<file path="src/rtl/mux8_rr_arbiter_if.sv">
// rtl/mux8_rr_arbiter_if.sv - request/data/grant bundle between requesters and the 8:1 round-robin arbiter
interface mux8_rr_arbiter_if;
   logic [7:0] req;
   logic [7:0] I;
   logic [7:0] gnt;
   logic [2:0] S;
   logic       gnt_valid;
   logic       Y;

   // requester side: raises requests and presents data, observes grant and muxed output
   modport master (
      output req,
      output I,
      input  gnt,
      input  S,
      input  gnt_valid,
      input  Y
   );

   // arbiter side
   modport slave (
      input  req,
      input  I,
      output gnt,
      output S,
      output gnt_valid,
      output Y
   );
endinterface

</file>
<file path="src/rtl/mux8_rr_arbiter.sv">
// rtl/mux8_rr_arbiter.sv - round-robin arbiter driving an 8:1 single-bit mux; ARB_TIMEOUT_EN adds a MAX_HOLD grant limit
module mux8_rr_arbiter #(
   parameter int MAX_HOLD = 4
) (
   input  logic                    clk,
   input  logic                    rst_n,
   mux8_rr_arbiter_if.slave        bus
);

   if (MAX_HOLD < 1 || MAX_HOLD > 15) begin : g_max_hold_range
      $error("MAX_HOLD must be in 1..15");
   end

   typedef enum logic {
      IDLE  = 1'b0,
      GRANT = 1'b1
   } state_t;

   state_t     state_q, state_d;
   logic [2:0] ptr_q,   ptr_d;
   logic [7:0] gnt_q,   gnt_d;
   logic [2:0] s_q,     s_d;
   logic       valid_q, valid_d;

`ifdef ARB_TIMEOUT_EN
   localparam logic [3:0] HOLD_LAST = 4'(MAX_HOLD - 1);
   logic [3:0] hold_q, hold_d;
`endif

   logic [2:0] win_idle;
   logic [2:0] win_next;
   logic       others;

   // First requester at or after 'start' going upward modulo 8; scanning offsets
   // from high to low lets the nearest one overwrite the result last.
   function automatic logic [2:0] pick_from(input logic [7:0] r, input logic [2:0] start);
      logic [2:0] idx;
      pick_from = start;
      for (int i = 7; i >= 0; i--) begin
         idx = start + 3'(i);
         if (r[idx]) pick_from = idx;
      end
   endfunction

   assign win_idle = pick_from(bus.req, ptr_q);
   assign win_next = pick_from(bus.req, s_q + 3'd1);
   // Any requester other than the current owner; gnt_q is one-hot on S in GRANT.
   assign others   = |(bus.req & ~gnt_q);

   // State, pointer and grant registers with asynchronous clear.
   always_ff @(posedge clk or negedge rst_n) begin
      if (!rst_n) begin
         state_q <= IDLE;
         ptr_q   <= 3'd0;
         gnt_q   <= 8'h00;
         s_q     <= 3'd0;
         valid_q <= 1'b0;
      end else begin
         state_q <= state_d;
         ptr_q   <= ptr_d;
         gnt_q   <= gnt_d;
         s_q     <= s_d;
         valid_q <= valid_d;
      end
   end

`ifdef ARB_TIMEOUT_EN
   // Consecutive-cycle count of the current grant.
   always_ff @(posedge clk or negedge rst_n) begin
      if (!rst_n) hold_q <= 4'd0;
      else        hold_q <= hold_d;
   end
`endif

   // Next-state: pick a winner from idle, hold or hand over without a bubble in GRANT.
   always_comb begin
      state_d = state_q;
      ptr_d   = ptr_q;
      gnt_d   = gnt_q;
      s_d     = s_q;
      valid_d = valid_q;
`ifdef ARB_TIMEOUT_EN
      hold_d  = hold_q;
`endif
      unique case (state_q)
         IDLE: begin
            gnt_d   = 8'h00;
            valid_d = 1'b0;
            if (|bus.req) begin
               gnt_d   = 8'h01 << win_idle;
               s_d     = win_idle;
               valid_d = 1'b1;
               state_d = GRANT;
`ifdef ARB_TIMEOUT_EN
               hold_d  = 4'd0;
`endif
            end
         end
         GRANT: begin
            if (!bus.req[s_q]) begin
               ptr_d = s_q + 3'd1;
               if (others) begin
                  gnt_d = 8'h01 << win_next;
                  s_d   = win_next;
`ifdef ARB_TIMEOUT_EN
                  hold_d = 4'd0;
`endif
               end else begin
                  gnt_d   = 8'h00;
                  valid_d = 1'b0;
                  state_d = IDLE;
               end
            end
`ifdef ARB_TIMEOUT_EN
            else if (hold_q == HOLD_LAST) begin
               // Owner has used its quota: rotate if anyone else waits, else restart the count.
               hold_d = 4'd0;
               if (others) begin
                  ptr_d = s_q + 3'd1;
                  gnt_d = 8'h01 << win_next;
                  s_d   = win_next;
               end
            end else begin
               hold_d = hold_q + 4'd1;
            end
`endif
         end
         default: begin
            state_d = IDLE;
         end
      endcase
   end

   assign bus.gnt       = gnt_q;
   assign bus.S         = s_q;
   assign bus.gnt_valid = valid_q;
   assign bus.Y         = valid_q & bus.I[s_q];

endmodule
</file>
<file path="src/flat_wrapper.sv">
// flat-port wrapper written by rule: the top's interface ports become plain ports
module mux8_rr_arbiter_flat 
#(
   parameter int MAX_HOLD = 4
)
  (clk, rst_n, bus_req, bus_I, bus_gnt, bus_S, bus_gnt_valid, bus_Y);
  mux8_rr_arbiter_if bus_i ();
  input  logic clk;
  input  logic rst_n;
  input wire logic [$bits(bus_i.req)-1:0] bus_req;
  input wire logic [$bits(bus_i.I)-1:0] bus_I;
  output wire logic [$bits(bus_i.gnt)-1:0] bus_gnt;
  output wire logic [$bits(bus_i.S)-1:0] bus_S;
  output wire logic [$bits(bus_i.gnt_valid)-1:0] bus_gnt_valid;
  output wire logic [$bits(bus_i.Y)-1:0] bus_Y;
  assign bus_i.req = bus_req;
  assign bus_i.I = bus_I;
  assign bus_gnt = bus_i.gnt;
  assign bus_S = bus_i.S;
  assign bus_gnt_valid = bus_i.gnt_valid;
  assign bus_Y = bus_i.Y;
  mux8_rr_arbiter #(.MAX_HOLD(MAX_HOLD)) u_core (.clk(clk), .rst_n(rst_n), .bus(bus_i));
endmodule
</file>
<file path="config.mk">
export PLATFORM = sky130hd
export DESIGN_NAME = mux8_rr_arbiter_flat
export DESIGN_NICKNAME = d
export VERILOG_FILES = /design/src/rtl/mux8_rr_arbiter_if.sv /design/src/rtl/mux8_rr_arbiter.sv /design/src/flat_wrapper.sv
export SDC_FILE = /design/constraint.sdc
export NUM_CORES = 1
export LEC_CHECK = 0
export ABC_AREA = 1
export BUFFER_PORTS_ARGS = -buffer_cell sky130_fd_sc_hd__buf_2
export CAP_MARGIN = 25
export CORE_MARGIN = 2
export CORE_UTILIZATION = 40
export DETAILED_ROUTE_END_ITERATION = 10
export SLEW_MARGIN = 20
export SYNTH_ARGS = -nofsm -noshare
export SYNTH_HDL_FRONTEND = slang
export SYNTH_SLANG_ARGS = --single-unit
</file>
<file path="constraint.sdc">
create_clock -name clk -period 2.7 [get_ports clk]
set_input_delay 0.27 -clock clk [delete_from_list [all_inputs] [get_ports clk]]
set_output_delay 0.27 -clock clk [all_outputs]
set_load 0.02 [all_outputs]
</file>
==> impl_results.md <==
- GRT Residual Overflow: 0
- Reg-to-Reg Start: u_core.bus.S[0]$_DFFE_PN0P_
- Yosys cell types: 31
- Period utilisation layout: 92.1%
- Site Rows: 27
- Layout cells sized above 1: 19.3%
- Final slew viol count: 0
- Worst-path clk slew: 60 ps
- Die X: 80.5 um
- Worst-Skew Late Latency: 260 ps
- Relative slew margins: 58.3%
- Syn_nets: 458
- Initial core utilization: 42.0%
- Total track usage: 23.9%
- Final hold vios: 0
- Drt drc: 0
- Critical Path Fanout Max: 8
- Wirelength, routed: 7450 um
- Synth top area cells: nand2_1 (31%), dfrtp_1 (17%), nand3_1 (14%), inv_1 (7.2%), o21ai_0 (4.3%)
- WL per Instance: 13.4 um
- Clock skew: 6.57 ps
- Post-route design area: 2790 um2
- Syn-to-layout area delta: 19.1%
- Starting DRT DRC Count: 269
- Critical path class: reg -> reg
- Most frequent cells in the layout: nand2_1 (191), nand3_1 (65), inv_1 (44)
- DRT Pass-1 Iters: 5
- Vias per cell: 5.28
- Post-synthesis sequential area ratio: 17.1%
- Antenna Violating Nets Remaining: 0
- Biggest area consumer among synthesized cells: nand2_1
- Max stage delay on crit path: 400 ps
- Total core area: 5570 um2
- CTS tree: yes
- Clock Tree Root: clkbuf_8
- Ports: 31
- Initial antenna violation count: 0
- #FFs+latches synth: 16
- R2R setup slack: 210 ps
- Top cell by count, worst path: nand2_1
- Largest net degree at the start of global routing: 20
- Ys Warns: 0
- Die Y: 80.5 um
- Hold WC Path Type: in -> async
- Worst-case clock buffer depth: 2
- Area of the multi-input gates: 1740 um2
- Mapped Area: 2340 um2
- Sink Count: 16
- Worst Setup End Kind: flip-flop
- WHS: 453 ps
- Crit path launch type: flip-flop
- Cell count after synthesis: 436
- Max-Cap Viols: 0
- Via count: 2925
- Storage element area: 402 um2
- R2R cell count: 23
- Critical Path, Cell by Cell: buf_4, ha_2, inv_1, nand2_2, nand3_1, nand2_1, nor2_1, nor2_2, nand2_1, nand2_1, nand2_1, nand2_1, nand2_1, nand2_1, nand2_1, nand2_1, nand2_2, inv_2, nor2_2, nand2_1, nand2_1, nand2_1, nand2_1
- Post-synth top area share: 31.1%
- Setup WS pre-CTS: 90.0 ps
- Setup slack after layout: 212 ps
- Placed inst area: 2590 um2
- Slew @ Worst Pin: 620 ps
- Total CTS buffers: 3
- # diodes: 0
- Slowest CP cell: dfrtp_1
- Vias in the first global route: 2542
- Post-DP HPWL: 5770 um
- H-tree level count: 1
- Syn_area_per_cell: 5.37 um2
- Outcome: completed
- Setup-failing EPs final: 0
- Die area: 6490 um2
- RD Place Congestion: 0.963
- Worst reg2reg endpoint: u_core.bus.gnt[2]$_DFFE_PN0P_
- CP arrival: 2690 ps
- Fmax: 0.402 GHz
- Filler cells: 636
- Worst endpoint required time: 2900 ps
- I/O Buffers: 30
- Nets: 506
- Most common cell after layout, fill and taps aside: nand2_1
- Post-layout minimum cycle time: 2490 ps
- First-pass GRT wire length: 12300 um
## cell families (layout without fill, tap and decap cells)
family                     after synthesis  in the layout  synth area share (%)
xor gates and xnor gates                 5              5                  2.99
and+or+nand+nor                        298            299                  54.0
adders and majority gates                4              4                  2.14
AOI/OAI and AO/OA                       51             51                  12.1
buffers and inverters                   62            107                  11.7
DFF                                     16             16                  17.1
## per-layer routing
layer	share of wire (%)	vias up	track usage [%]
li1	-	1486	-
met1	47	1321	35.3
met2	46	105	37.8
met3	5.2	13	1.80
met4	1.6	0	5.08
met5	0	-	0
## critical path, delay by kind of cell (launching register included)
family	cells	cell delay [ps]
adders and majority gates	1	210
and+or+nand+nor	19	1510
DFF	1	400
buffers and inverters	3	320
## final cells by class
| type | instances | share of cell area, % |
|---|---|---|
| multi-input combinational | 359 | 62.3 |
| sequential | 16 | 14.4 |
| timing repair buffer | 52 | 11.5 |
| inverter | 52 | 7.09 |
| tap | 72 | 3.23 |
| clock buffer | 3 | 1.48 |
## flip-flops by register name (all words and copies together) (netlist names)
name,flops
u_core.bus.gnt_valid,1
u_core.bus.S,3
u_core.state_q,1
u_core.bus.gnt,8
u_core.ptr_q,3
## worst max-delay path by stage
stage,start,end,cells after the start
floorplan,u_core.bus.S[0]$_DFFE_PN0P_,u_core.bus.gnt[6]$_DFFE_PN0P_,22
global placement,u_core.bus.S[1]$_DFFE_PN0P_,u_core.bus.gnt[2]$_DFFE_PN0P_,21
detailed placement,u_core.bus.S[1]$_DFFE_PN0P_,u_core.bus.gnt[2]$_DFFE_PN0P_,21
CTS,u_core.bus.S[1]$_DFFE_PN0P_,u_core.bus.gnt[2]$_DFFE_PN0P_,21
global route,u_core.bus.S[0]$_DFFE_PN0P_,u_core.bus.gnt[6]$_DFFE_PN0P_,22
finish,u_core.bus.S[0]$_DFFE_PN0P_,u_core.bus.gnt[2]$_DFFE_PN0P_,23
## Yosys cell counts, drive strengths merged
cell type,instances
inv,51
xor2,3
nand4,2
o21ai,23
nand2,207
nand3,65
o22ai,6
o21a,1
o211ai,1
a31oi,4
nor2,23
nor4,1
xnor2,2
ha,4
a21oi,16
buf,10
dfrtp,16
clkinv,1
## through the flow
stage / TNS [ps] / util, % / instances
6_report: 0 / 50.1 / 554
3_3_place_gp: 0 / 46.5 / 539
5_1_grt: -155 / 50.1 / 554
3_5_place_dp: 0 / 46.5 / 539
4_1_cts: 0 / 47.4 / 543
2_1_floorplan: 0 / - / 436
## what timing repair did
| action | CTS | global route |
|---|---|---|
| hold buffers | 1 | 0 |
| endpoints found under the hold margin | 16 | 0 |
| buffers inserted | 0 | 10 |
| gates resized for setup | 0 | 17 |
| endpoints found under the setup margin | 0 | 11 |
Power is not shown: default switching activity piles up to over one toggle a cycle in this logic, so the estimate is an artifact.
